$ cat config.mk
export PLATFORM = sky130hd
export DESIGN_NAME = cis_frame_sequencer
export DESIGN_NICKNAME = d
export VERILOG_FILES = /design/src/rtl/cis_seq_pkg.sv /design/src/rtl/cis_seq_timer.sv /design/src/rtl/cis_frame_sequencer.sv
export SDC_FILE = /design/constraint.sdc
export NUM_CORES = 1
export LEC_CHECK = 0
export BUFFER_PORTS_ARGS = -buffer_cell sky130_fd_sc_hd__buf_4
export CORE_MARGIN = 1
export CORE_UTILIZATION = 47
export CTS_CLUSTER_SIZE = 20
export DETAILED_ROUTE_END_ITERATION = 8
export GPL_TIMING_DRIVEN = 1
export PLACE_DENSITY = 0.67
export SYNTH_ARGS = -nofsm -noshare
export SYNTH_HDL_FRONTEND = slang
export SYNTH_HIERARCHICAL = 1
export SYNTH_SLANG_ARGS = --single-unit
export TNS_END_PERCENT = 30
$ cat constraint.sdc
create_clock -name i_clk -period 5 [get_ports i_clk]
set_input_delay 0.75 -clock i_clk [delete_from_list [all_inputs] [get_ports i_clk]]
set_output_delay 0.75 -clock i_clk [all_outputs]
set_load 0.02 [all_outputs]
$ cat src/rtl/cis_seq_pkg.sv
// Shared types and defaults for the CIS frame sequencer and its CIS_Control wrappers.
// Default row/counter widths live here so both sides agree on port widths.
package cis_seq_pkg;

  localparam int ROW_W_DEF   = 10;
  localparam int CNT_W_DEF   = 24;
  localparam int SYNC_STAGES = 2;

  typedef enum logic [2:0] {
    S_IDLE,
    S_EXPOSE,
    S_TRIGGER,
    S_WAIT_RUN,
    S_WAIT_DONE,
    S_SETTLE,
    S_DONE
  } state_t;

endpackage

$ cat src/rtl/cis_seq_timer.sv
// Loadable down-counter with a zero flag; one instance is shared by the exposure,
// trigger-width and settle phases. Load takes effect on the next edge; holds at zero.
module cis_seq_timer #(
  parameter int W = 24
) (
  input  logic         i_clk,
  input  logic         i_rst_n,
  input  logic         i_load,
  input  logic [W-1:0] i_load_val,
  output logic         o_zero
);

  logic [W-1:0] r_cnt;

  always_ff @(posedge i_clk or negedge i_rst_n) begin
    if (!i_rst_n) begin
      r_cnt <= '0;
    end else if (i_load) begin
      r_cnt <= i_load_val;
    end else if (r_cnt != '0) begin
      r_cnt <= r_cnt - W'(1);
    end
  end

  assign o_zero = (r_cnt == '0);

endmodule

$ cat src/rtl/cis_frame_sequencer.sv
// Frame sequencer for CIS_Control: per row expose, trigger, wait for running, settle.
// All outputs registered; start is taken one cycle after it is sampled in IDLE.
module cis_frame_sequencer
  import cis_seq_pkg::*;
#(
  parameter int ROW_W         = ROW_W_DEF,
  parameter int CNT_W         = CNT_W_DEF,
  parameter int TRIG_WIDTH    = 50,
  parameter int START_TIMEOUT = 4096
) (
  input  logic             i_clk,
  input  logic             i_reset,
  input  logic             i_start,
  input  logic             i_abort,
  input  logic [ROW_W-1:0] i_num_rows,
  input  logic [CNT_W-1:0] i_exposure_ticks,
  input  logic [CNT_W-1:0] i_settle_ticks,
  input  logic             i_running,
  output logic             o_integration,
  output logic [ROW_W-1:0] o_row_addr,
  output logic             o_busy,
  output logic             o_row_done,
  output logic             o_frame_done,
  output logic             o_error
);

  localparam int               TMO_W     = $clog2(START_TIMEOUT + 1);
  localparam logic [CNT_W-1:0] TRIG_LOAD = CNT_W'(TRIG_WIDTH - 1);
  localparam logic [TMO_W-1:0] TMO_LAST  = TMO_W'(START_TIMEOUT - 1);

  // A phase of N ticks lasts N cycles; zero still costs the one cycle spent in the state.
  function automatic logic [CNT_W-1:0] f_load(input logic [CNT_W-1:0] ticks);
    return (ticks == '0) ? '0 : ticks - CNT_W'(1);
  endfunction

  logic [SYNC_STAGES-1:0] r_rst_sync;
  logic                   w_rst_n;

  always_ff @(posedge i_clk or negedge i_reset) begin
    if (!i_reset) begin
      r_rst_sync <= '0;
    end else begin
      r_rst_sync <= {r_rst_sync[SYNC_STAGES-2:0], 1'b1};
    end
  end

  assign w_rst_n = r_rst_sync[SYNC_STAGES-1];

  state_t           r_state;
  state_t           w_state_nxt;
  logic [ROW_W-1:0] r_num_rows;
  logic [ROW_W-1:0] r_row_addr;
  logic [ROW_W-1:0] w_row_addr_nxt;
  logic [CNT_W-1:0] r_exposure;
  logic [CNT_W-1:0] r_settle;
  logic [TMO_W-1:0] r_tmo;
  logic             r_run_seen;
  logic             w_seen;
  logic             w_tmo_hit;
  logic             w_last_row;
  logic             w_accept;
  logic             w_row_fin;
  logic             w_err_set;
  logic             w_tmr_load;
  logic [CNT_W-1:0] w_tmr_val;
  logic             w_tmr_zero;
  logic             w_in_start_wait;
  logic             w_nxt_start_wait;

  logic r_integration, r_busy, r_row_done, r_frame_done, r_error;
  logic w_integration_nxt, w_busy_nxt, w_row_done_nxt, w_frame_done_nxt, w_error_nxt;

  cis_seq_timer #(
    .W(CNT_W)
  ) u_timer (
    .i_clk      (i_clk),
    .i_rst_n    (w_rst_n),
    .i_load     (w_tmr_load),
    .i_load_val (w_tmr_val),
    .o_zero     (w_tmr_zero)
  );

  assign w_seen           = r_run_seen | i_running;
  assign w_tmo_hit        = (r_tmo == TMO_LAST) && !w_seen;
  assign w_last_row       = (r_row_addr == r_num_rows - ROW_W'(1));
  assign w_accept         = (r_state == S_IDLE) && i_start && !i_abort;
  assign w_in_start_wait  = (r_state == S_TRIGGER) || (r_state == S_WAIT_RUN);
  assign w_nxt_start_wait = (w_state_nxt == S_TRIGGER) || (w_state_nxt == S_WAIT_RUN);

  always_comb begin
    w_state_nxt    = r_state;
    w_row_addr_nxt = r_row_addr;
    w_tmr_load     = 1'b0;
    w_tmr_val      = '0;
    w_row_fin      = 1'b0;
    w_err_set      = 1'b0;
    if (i_abort && (r_state != S_IDLE)) begin
      w_state_nxt = S_IDLE;
      w_tmr_load  = 1'b1;
    end else begin
      case (r_state)
        S_IDLE: begin
          if (w_accept) begin
            w_row_addr_nxt = '0;
            if (i_num_rows == '0) begin
              w_state_nxt = S_DONE;
            end else begin
              w_state_nxt = S_EXPOSE;
              w_tmr_load  = 1'b1;
              w_tmr_val   = f_load(i_exposure_ticks);
            end
          end
        end
        S_EXPOSE: begin
          if (w_tmr_zero) begin
            w_state_nxt = S_TRIGGER;
            w_tmr_load  = 1'b1;
            w_tmr_val   = TRIG_LOAD;
          end
        end
        S_TRIGGER: begin
          if (w_tmo_hit) begin
            w_state_nxt = S_IDLE;
            w_err_set   = 1'b1;
            w_tmr_load  = 1'b1;
          end else if (w_tmr_zero) begin
            w_state_nxt = S_WAIT_RUN;
          end
        end
        S_WAIT_RUN: begin
          if (w_seen) begin
            w_state_nxt = S_WAIT_DONE;
          end else if (w_tmo_hit) begin
            w_state_nxt = S_IDLE;
            w_err_set   = 1'b1;
            w_tmr_load  = 1'b1;
          end
        end
        S_WAIT_DONE: begin
          if (!i_running) begin
            w_state_nxt = S_SETTLE;
            w_row_fin   = 1'b1;
            w_tmr_load  = 1'b1;
            w_tmr_val   = f_load(r_settle);
          end
        end
        S_SETTLE: begin
          if (w_tmr_zero) begin
            if (w_last_row) begin
              w_state_nxt = S_DONE;
            end else begin
              w_state_nxt    = S_EXPOSE;
              w_row_addr_nxt = r_row_addr + ROW_W'(1);
              w_tmr_load     = 1'b1;
              w_tmr_val      = f_load(r_exposure);
            end
          end
        end
        S_DONE:  w_state_nxt = S_IDLE;
        default: w_state_nxt = S_IDLE;
      endcase
    end
  end

  always_comb begin
    w_integration_nxt = (w_state_nxt == S_TRIGGER);
    w_busy_nxt        = (w_state_nxt != S_IDLE);
    w_frame_done_nxt  = (w_state_nxt == S_DONE);
    w_row_done_nxt    = w_row_fin;
    w_error_nxt       = w_accept ? 1'b0 : (r_error | w_err_set);
  end

  always_ff @(posedge i_clk or negedge w_rst_n) begin
    if (!w_rst_n) begin
      r_state       <= S_IDLE;
      r_row_addr    <= '0;
      r_num_rows    <= '0;
      r_exposure    <= '0;
      r_settle      <= '0;
      r_tmo         <= '0;
      r_run_seen    <= 1'b0;
      r_integration <= 1'b0;
      r_busy        <= 1'b0;
      r_row_done    <= 1'b0;
      r_frame_done  <= 1'b0;
      r_error       <= 1'b0;
    end else begin
      r_state       <= w_state_nxt;
      r_row_addr    <= w_row_addr_nxt;
      r_integration <= w_integration_nxt;
      r_busy        <= w_busy_nxt;
      r_row_done    <= w_row_done_nxt;
      r_frame_done  <= w_frame_done_nxt;
      r_error       <= w_error_nxt;
      if (w_accept) begin
        r_num_rows <= i_num_rows;
        r_exposure <= i_exposure_ticks;
        r_settle   <= i_settle_ticks;
      end
      // Timeout runs from the first trigger cycle and clears on any exit.
      r_tmo <= (w_in_start_wait && w_nxt_start_wait) ? r_tmo + TMO_W'(1) : '0;
      if ((r_state == S_EXPOSE) || (w_state_nxt == S_IDLE)) begin
        r_run_seen <= 1'b0;
      end else if (w_in_start_wait && i_running) begin
        r_run_seen <= 1'b1;
      end
    end
  end

  assign o_integration = r_integration;
  assign o_row_addr    = r_row_addr;
  assign o_busy        = r_busy;
  assign o_row_done    = r_row_done;
  assign o_frame_done  = r_frame_done;
  assign o_error       = r_error;

endmodule

== After elaboration in Yosys (flattened, before gate mapping) ==
Index checks and enable logic that the tools add are counted.
Storage, ports and cells
  input bits: 63
  output and inout bits: 15
  logic and storage cells: 109
  bits in registers: 116
Operators by class
  bitwise operators: 3
  mux-type cells: 47
  equality and inequality tests: 13
  add/sub/neg operators: 7
  reduce and logical (&&, ||, !) cells: 25
Operators by type and width (number)
  $mux W24: 11
  $logic_not A24 Y1: 4
  $pmux W24 S4: 1
  $sub A24 B1 Y24 const B: 4
  $mux W3: 11
  $mux W10: 3
  $reduce_bool A24 Y1: 1
  $pmux W10 S2: 1
  $pmux W3 S6: 1
  $mux W1: 15
  $add A13 B1 Y13 const B: 1
  $eq A13 B12 Y1 const B: 1
  $mux W13: 1
  $eq A3 B2 Y1 const B: 4
  $add A10 B1 Y10 const B: 1
  $eq A10 B10 Y1: 1
  $logic_not A10 Y1: 1
  $sub A10 B1 Y10 const B: 1
  $eq A3 B3 Y1 const B: 3
  $logic_and A1 B1 Y1: 6
  $logic_not A3 Y1: 2
  $mux W6: 1
  $pmux W1 S6: 1
  $reduce_bool A2 Y1: 3
  other kinds (10): 16

== Depth between registers and ports, before layout ==
Gate-level depths: netlist of run 1.
  depth in word-level cells: 11
  mapped depth: 13
  gate-level depth less buffers: 11

== By module ==
Netlist of run 1, hierarchy kept.
Modules (own cells, without submodules)
  cis_frame_sequencer: cells each 760, sequential area each 2302.2 sq um, times used 1, area each 6045.8 sq um
  cis_seq_timer: cells each 151, sequential area each 600.6 sq um, times used 1, area each 1477.7 sq um

== Least setup slack after synthesis of run 1 ==
OpenSTA, ideal clock, no wires.
  kind: flip-flop to flip-flop
  from: register r_num_rows[0]
  to: register u_timer.r_cnt[17]
  setup time: 0.131 ns
  required time: 4.869 ns
  slack: 1.732 ns
  arrival time: 3.137 ns
  stages on the path, launching flop included: 14
  clock period less this slack: 3.268 ns
  buffers on the path: 3
  path through: dfrtp_1 clkbuf_1 inv_1 ha_1 nor3_1 or3b_2 a211oi_1 o22ai_1 o21ai_2 o2111ai_1 clkbuf_1 clkbuf_1 nand2_1 o31ai_2
On the way
  cells in the longest elaborated chain, start to end: 7
  elaborated cells between the ends (all ways): 12
  those cells by class: 1 x add/sub; 1 x eq/ne; 9 x mux; 1 x reduce/logical
RTL lines
  start: declaration: line cis_frame_sequencer.sv:51  | logic [ROW_W-1:0] r_num_rows;
  start signal: assignment: line cis_frame_sequencer.sv:196  | r_num_rows <= i_num_rows;
  $sub A10 B1 Y10 (*): line cis_frame_sequencer.sv:85  | assign w_last_row = (r_row_addr == r_num_rows - ROW_W'(1));
  $eq A10 B10 Y1 (*): line cis_frame_sequencer.sv:85
  $mux W1 (*): line cis_frame_sequencer.sv:149  | if (w_last_row) begin
  $mux W1 (*): line cis_frame_sequencer.sv:148  | if (w_tmr_zero) begin
  $pmux W1 S6 (*): line cis_frame_sequencer.sv:101  | case (r_state)
  $mux W1 (*): line cis_frame_sequencer.sv:97  | if (i_abort && (r_state != S_IDLE)) begin
  named net w_tmr_load: line cis_frame_sequencer.sv:64  | logic w_tmr_load;
  $mux W24 / $reduce_bool A2 Y1 (equally long branches)
  end signal: assignment: line cis_seq_timer.sv:19  | r_cnt <= i_load_val;
  end signal: assignment: line cis_seq_timer.sv:21  | r_cnt <= r_cnt - W'(1);
  end: declaration: line cis_seq_timer.sv:13  | logic [W-1:0] r_cnt;
The timed path passes the listed nets; every way through them passes the cells marked *.
A chain may end at the register's enable or synchronous reset.

== Worst setup path after layout of run 1 ==
  from: register r_num_rows[0]
  to: register u_timer.r_cnt[9]
Same word-level chain as after synthesis.

==> summary.md, run 1 <==
| Metric | Value |
|---|---|
| Overflow after GRT | 0 |
| Mapped Nets | 985 |
| Cell Rows | 45 |
| Pin count of the biggest net entering global routing | 77 |
| P_leak | 0.00377 uW |
| HP Class | primary input to async pin |
| First-pass GRT wire length | 32.0 mm |
| DR WL/cell | 16.2 um |
| Max transition margin | 33.8% |
| Worst-path cell chain | inv_1 -> ha_1 -> nor3_1 -> or3b_2 -> a211oi_1 -> o22ai_1 -> o21ai_2 -> o2111ai_2 -> buf_4 -> o31a_1 |
| Total track usage | 25.1% |
| Layout fillers | 1480 |
| 1st-iter DRT viols | 608 |
| Pwr dens | 535 nW/um^2 |
| CTS tree | yes |
| Final Max Tran Viols | 0 |
| Initial antenna violation count | 0 |
| CTS HTree Levels | 4 |
| Cell area after synthesis | 7520 um^2 |
| CTS resizes | 0 |
| CP delay by family, top | compound AO/OA/AOI/OAI gates |
| Synthesis-stage register bit count | 116 |
| Detailed-route via count | 6674 |
| Slowest-stage cell, CP | dfrtp_1 |
| Starting Density | 48.8% |
| TritonCTS buffer count | 17 |
| Die Span Y | 129 um |
| HPWL reported at the end of detailed placement | 13.9 mm |
| Tcrit/Tclk final | 76.7% |
| Nets | 1050 |
| Number of remaining DRC errors | 0 |
| CORE AREA | 15400 um^2 |
| Post-synth EDFFs | 0 |
| Vias per cell | 5.56 |
| Slowest stage delay, CP | 0.57 ns |
| Crit start category | flop |
| Peak VDD IR | 0.299 mV |
| Clock buffer depth | 2 |
| Worst path required time | 5.30 ns |
| Clk_skew | 0.00885 ns |
| IO Pins | 78 |
| Setup TNS Final | 0 ns |
| Vias in the first global route | 6218 |
| Crit path DAT | 4.14 ns |
| Post-route ant nets | 0 |
| Hold Slack | 0.0976 ns |
| Final Core Density | 57.2% |
| CTS Sinks | 116 |
| Max-Cap Viols | 0 |
| Placer Congestion | 0.889 |
| # hold bufs at CTS | 0 |
| DRT Pass-1 Iters | 6 |
| Final Hold Fails | 0 |
| Fmax | 261 MHz |
| Area grow syn2layout | 17.2% |
| Unrepaired setup endpoints after global routing | false |
| PortBufs | 77 |
| Status | completed |
| Levels on crit path | 10 |
| Synth unique cells | 74 |
| Crit path time final | 3.83 ns |
| Worst R2R Path Depth | 10 |
| Mapped Cells | 911 |
| WS Path Type | flop to flop |
| Clk pin slew, worst setup/hold paths | 0.06 ns |
| Clock root buffer | clkbuf_16 |
| Diodes inserted | 0 |
| Setup Viol. Count Final | 0 |
| Share of layout cells above drive strength 1 | 15.1% |
| Yosys warnings | 6 |
| Async SR Flop Fraction | 100% |
| CP bufs+invs | 2 |
| Worst-path fanout max | 25 |
| Ys flop type | dfrtp_1 |
| CP endpoint kind | flop |
| Least-Margin Pin Slew | 0.992 ns |
| Clock Latency Late Sink | 0.42 ns |
| Finished Cell Area | 8820 um^2 |
| Seq/Total Area, Yosys | 38.6% |
| Cell Area, Placed | 8250 um^2 |
| DIE AREA | 16500 um^2 |
| DIE WIDTH | 129 um |
| DRT Wirelength | 19.5 mm |
| Avg Inst Size Synth | 8.26 um^2 |
| Post-CTS Setup Inserts | 0 |
[report_power, final]
group | switching (uW) | internal [uW] | leakage [uW]
registers | 456 | 1260 | 0.00151
clock network | 446 | 710 | 0.000273
logic | 1090 | 761 | 0.00199
total | 1990 | 2730 | 0.00377
[synthesized netlist by cell type, types with 3 or more instances]
| cell type | number | area (um^2) |
|---|---|---|
| nand2_1 | 234 | 878 |
| dfrtp_1 | 116 | 2900 |
| nor2_1 | 59 | 221 |
| xor2_1 | 51 | 447 |
| xnor2_1 | 49 | 429 |
| o21ai_0 | 44 | 220 |
| nor3_1 | 34 | 170 |
| o22ai_1 | 26 | 163 |
| clkbuf_1 | 24 | 90.1 |
| nand3_1 | 23 | 115 |
| inv_1 | 20 | 75.1 |
| nor4_1 | 18 | 113 |
| o21ai_1 | 17 | 85.1 |
| or3_1 | 16 | 100 |
| a21oi_1 | 14 | 70.1 |
| or4_1 | 14 | 105 |
| ha_1 | 11 | 138 |
| nand4_1 | 9 | 56.3 |
| a22o_1 | 7 | 61.3 |
| buf_2 | 7 | 35.0 |
| nand3b_1 | 7 | 52.6 |
| nor2b_1 | 7 | 43.8 |
| and3_1 | 6 | 37.5 |
| o211ai_1 | 6 | 45.0 |
| nand2b_1 | 5 | 31.3 |
| nor3b_1 | 5 | 37.5 |
| nor4_2 | 5 | 62.6 |
| o31ai_1 | 5 | 37.5 |
| o21a_1 | 4 | 30.0 |
| o2bb2ai_1 | 4 | 35.0 |
| a211oi_1 | 3 | 22.5 |
| and4_1 | 3 | 26.3 |
| nand4b_1 | 3 | 26.3 |
| o21ai_2 | 3 | 26.3 |
| o31a_1 | 3 | 26.3 |
[cell type report]
class                   count  area (um^2)  share of cell area, %
flip-flops and latches    116         2910                   33.0
well taps                 211          264                   2.99
clock buffers              21          460                   5.22
clock inverters            11          104                   1.18
multi-input cells         736         4360                   49.5
repair buffers             84          631                   7.15
inverters                  21         91.3                   1.04
[cells by family (layout without fill, tap and decap cells)]
family / after synthesis / in the layout / synth area share (%)
flops: 116 / 116 / 38.6
simple gates: 468 / 468 / 30.5
xor+xnor: 100 / 100 / 11.6
mux: 3 / 3 / 0.432
buf+inv: 59 / 137 / 3.61
compound gates: 153 / 153 / 13.4
fa+ha+maj: 11 / 11 / 1.83
other cells: 1 / 1 / 0.0498
[placed cells by master (no fill, tap or decap), types with 5 or more instances in the layout]
| master | count |
|---|---|
| a21oi_1 | 14 |
| a22o_1 | 7 |
| and3_1 | 6 |
| buf_4 | 84 |
| clkbuf_16 | 17 |
| dfrtp_1 | 115 |
| ha_1 | 11 |
| inv_1 | 20 |
| nand2_1 | 234 |
| nand2b_1 | 5 |
| nand3_1 | 23 |
| nand3b_1 | 7 |
| nand4_1 | 9 |
| nor2_1 | 59 |
| nor2b_1 | 7 |
| nor3_1 | 34 |
| nor4_1 | 18 |
| nor4_2 | 5 |
| o211ai_1 | 6 |
| o21ai_0 | 44 |
| o21ai_1 | 17 |
| o22ai_1 | 26 |
| o31ai_1 | 5 |
| or3_1 | 16 |
| or4_1 | 14 |
| xnor2_1 | 49 |
| xor2_1 | 51 |
[registers in the layout (all words and copies together) (netlist names)]
register       cells
r_state            3
u_timer/r_cnt     24
r_settle          24
o_frame_done       1
r_exposure        24
r_tmo             13
o_error            1
o_busy             1
r_num_rows        10
o_row_done         1
r_run_seen         1
o_row_addr        10
r_rst_sync         2
o_integration      1
[metal layers]
layer	wire (um)	up-vias	global-route usage, %
li1	-	3299	-
met1	9490	3156	36.1
met2	8610	190	37.7
met3	976	29	4.53
met4	398	0	9.55
met5	0	-	0
[per-stage QoR]
step                      worst slack (ns)  power, uW  instances
after detailed placement              1.21       3550       1168
after floorplan                       1.53       3040        911
final                                 1.17       4720       1200
after global routing                 0.849       5070       1200
after global placement                1.30       3510       1168
after CTS                             1.18       4720       1200
[worst paths after layout]
| path | from | end | slack [ns] |
|---|---|---|---|
| worst max-delay path | r_num_rows[0] | u_timer/r_cnt[9] | 1.17 |
| worst min-delay path | i_reset | r_rst_sync[0] | 0.1 |
| worst max register to register | r_num_rows[0] | u_timer/r_cnt[9] | 1.17 |
| worst min register to register | r_rst_sync[0] | r_rst_sync[1] | 0.39 |
| max in group asynchronous | r_rst_sync[1] | o_row_addr[4] | 3.39 |
| min in group i_clk | r_rst_sync[0] | r_rst_sync[1] | 0.39 |
[worst reg2reg max path: cells and delay by family (launching register included)]
kind / cells / cell delay [ns]
and+or+nand+nor: 2 / 0.76
DFF: 1 / 0.57
AOI/OAI and AO/OA: 5 / 1.57
buffers and inverters: 2 / 0.53
adders and majority gates: 1 / 0.29
No activity file was read; power rests on OpenSTA's default activity.
==> run 2, diff against run 1 <==
--- a/config.mk
+++ b/config.mk
@@ -11,7 +11,7 @@
 export CTS_CLUSTER_SIZE = 20
 export DETAILED_ROUTE_END_ITERATION = 8
 export GPL_TIMING_DRIVEN = 1
-export PLACE_DENSITY = 0.67
+export PLACE_DENSITY = 0.7
 export SYNTH_ARGS = -nofsm -noshare
 export SYNTH_HDL_FRONTEND = slang
 export SYNTH_HIERARCHICAL = 1
==> constraint.sdc (replaced) <==
create_clock -name i_clk -period 3.4 [get_ports i_clk]
set_input_delay 0.51 -clock i_clk [delete_from_list [all_inputs] [get_ports i_clk]]
set_output_delay 0.51 -clock i_clk [all_outputs]
set_load 0.02 [all_outputs]
==> run 2 against run 1 <==
Effect of this change: maximum frequency rose by 28%; sequential share of layout area fell by 0.72 points; sequential power rose by 45%; register-to-register slack got worse by 0.75 ns; die area did not move; critical endpoint is now r_tmo[5]; highest routed layer unchanged.
==> summary.md, run 2 (same netlist as run 1, synthesis figures left out) <==
| Metric | Value |
|---|---|
| Number of remaining DRC errors | 0 (unchanged) |
| Placer Congestion | 0.954 (+7.3%) |
| Post-CTS Setup Inserts | 0 (unchanged) |
| PortBufs | 77 (unchanged) |
| Status | completed |
| CTS Sinks | 116 (unchanged) |
| CP bufs+invs | 3 (+1) |
| DRT Pass-1 Iters | 5 (-1) |
| Worst-path cell chain | inv_1 -> ha_1 -> nor4b_1 -> nand4_2 -> or2_4 -> clkinv_8 -> nor4bb_1 -> buf_4 -> a21oi_1 -> o21ai_0 -> o21ai_1 -> nor2_1 |
| Share of layout cells above drive strength 1 | 16.1% (+1.1 points) |
| DIE WIDTH | 129 um (unchanged) |
| CORE AREA | 15400 um^2 (unchanged) |
| Nets | 1065 (+1.4%) |
| Final Max Tran Viols | 0 (unchanged) |
| Clock root buffer | clkbuf_16 |
| Multi-input logic area | 4360 um^2 (unchanged) |
| DR WL/cell | 15.8 um (-2.5%) |
| Crit path DAT | 3.32 ns (-0.82 ns) |
| Register Area | 2910 um^2 (unchanged) |
| IO Pins | 78 (unchanged) |
| Worst path required time | 3.73 ns (-1.57 ns) |
| Cell Rows | 45 (unchanged) |
| Unrepaired setup endpoints after global routing | false |
| Tot Pwr | 7200 uW (+53%) |
| CP delay by family, top | simple AND/OR/NAND/NOR gates |
| Pwr dens | 799 nW/um^2 (+49%) |
| Clock buffer depth | 2 (unchanged) |
| Most frequent cells in the layout | 234 x nand2_1, 115 x dfrtp_1, 95 x buf_4 |
| Fmax | 335 MHz (+28%) |
| WS Path Type | flop to flop |
| Max-Cap Viols | 0 (unchanged) |
| Initial antenna violation count | 0 (unchanged) |
| Most common cell after layout, fill and taps aside | nand2_1 |
| Starting Density | 48.8% (unchanged) |
| HPWL reported at the end of detailed placement | 13.9 mm (-0.33%) |
| Clk_skew | 0.00730 ns (-0.00155 ns) |
| Detailed-route via count | 6740 (+0.99%) |
| Total track usage | 24.8% (-0.35 points) |
| Post-route ant nets | 0 (unchanged) |
| CTS resizes | 0 (unchanged) |
| Vias in the first global route | 6306 (+1.4%) |
| Overflow after GRT | 0 (unchanged) |
| Layout fillers | 1433 (-3.2%) |
| DIE AREA | 16500 um^2 (unchanged) |
| Worst-path fanout max | 13 (-48%) |
| Setup TNS Final | 0 ns (unchanged) |
| P_leak | 0.00389 uW (+3.0%) |
| Vias per cell | 5.55 (-0.26%) |
| Least-Margin Pin Slew | 0.866 ns (-0.126 ns) |
| Max transition margin | 41.9% (+8.0 points) |
| CP endpoint kind | flop |
| 1st-iter DRT viols | 670 (+10%) |
| Area grow syn2layout | 19.8% |
| Tcrit/Tclk final | 87.8% (+11 points) |
| Hold Slack | 0.278 ns (+0.181 ns) |
| TritonCTS buffer count | 17 (unchanged) |
| Clk pin slew, worst setup/hold paths | 0.05 ns (about the same) |
| Setup Viol. Count Final | 0 (unchanged) |
| Pin count of the biggest net entering global routing | 60 (-22%) |
| First-pass GRT wire length | 32.0 mm (-0.28%) |
| CTS tree | yes |
| Diodes inserted | 0 (unchanged) |
| Peak VDD IR | 0.429 mV (+43%) |
| Final Hold Fails | 0 (unchanged) |
| DRT Wirelength | 19.2 mm (-1.3%) |
| Largest regs | r_exposure: 24 flops, r_settle: 24 flops, u_timer/r_cnt: 24 flops |
| Slowest-stage cell, CP | dfrtp_1 |
| Crit path time final | 2.99 ns (-0.848 ns) |
| HP Class | primary input to flop |
| CTS HTree Levels | 4 (unchanged) |
| Slowest stage delay, CP | 0.41 ns (-0.16 ns) |
| Die Span Y | 129 um (unchanged) |
| Crit start category | flop |
| Clock Latency Late Sink | 0.42 ns (about the same) |
run 2: changes by cell type in the layout (fill, tap and decap cells not counted), sizes merged:
cell / delta
buf: +14
bufinv: +3
clkinv: -1
clkinvlp: -1
dlygate4sd3: +1
inv: -1
run 2: path summary, 6_finish.rpt:
kind                              startpoint             end  slack [ns]  cells after the start
min                        i_settle_ticks[8]     r_settle[8]        0.28                      3
max reg2reg                 u_timer/r_cnt[0]        r_tmo[5]        0.41                     12
max                         u_timer/r_cnt[0]        r_tmo[5]        0.41                     12
min reg2reg                    r_rst_sync[0]   r_rst_sync[1]        0.36                      0
min in group asynchronous            i_reset   r_rst_sync[1]        0.41                      2
max in group asynchronous      r_rst_sync[1]  r_exposure[12]        2.22                      1
run 2: metrics by stage:
step | setup slack (ns) | instances | area [um^2] | utilization, %
finish | 0.414 | 1215 | 9010 | 58.4
CTS | 0.401 | 1215 | 9010 | 58.4
detailed placement | 0.371 | 1182 | 8400 | 54.4
global route | 0.107 | 1215 | 9010 | 58.4
global placement | 0.403 | 1182 | 8400 | 54.4
floorplan | 0.132 | 911 | 7520 | -
run 2: what timing repair did:
| action | CTS | global route |
|---|---|---|
| setup endpoints to repair | 0 | 0 |
| hold buffers | 1 | 0 |
| endpoints found under the hold margin | 2 | 0 |
run 2: layout make-up:
| cell class | instances | share of cell area, % |
|---|---|---|
| Clock buffer | 21 | 5.00 |
| Clock inverter | 11 | 1.75 |
| Inverter | 21 | 1.01 |
| Multi-Input combinational cell | 736 | 48.4 |
| Sequential cell | 116 | 32.2 |
| Tap cell | 211 | 2.93 |
| Timing Repair Buffer | 99 | 8.69 |
run 2: worst register-to-register path: stages, from the launching register on:
cell and delay (ns):
dfrtp_1 0.41, inv_1 0.14, ha_1 0.15, nor4b_1 0.32, nand4_2 0.16, or2_4 0.32
clkinv_8 0.10, nor4bb_1 0.30, buf_4 0.20, a21oi_1 0.05, o21ai_0 0.16, o21ai_1 0.38
nor2_1 0.23
run 2: report_power, final:
group	switching (uW)	internal [uW]	leakage, uW
clock network	623	1240	0.000300
logic	1640	1220	0.00208
registers	629	1850	0.00151
total	2890	4310	0.00389
run 2: routing by layer:
layer | GRT usage (%) | share of wire (%)
met1 | 35.9 | 49
met2 | 36.2 | 44
met3 | 5.20 | 5.0
met4 | 9.62 | 2.3
met5 | 0 | 0
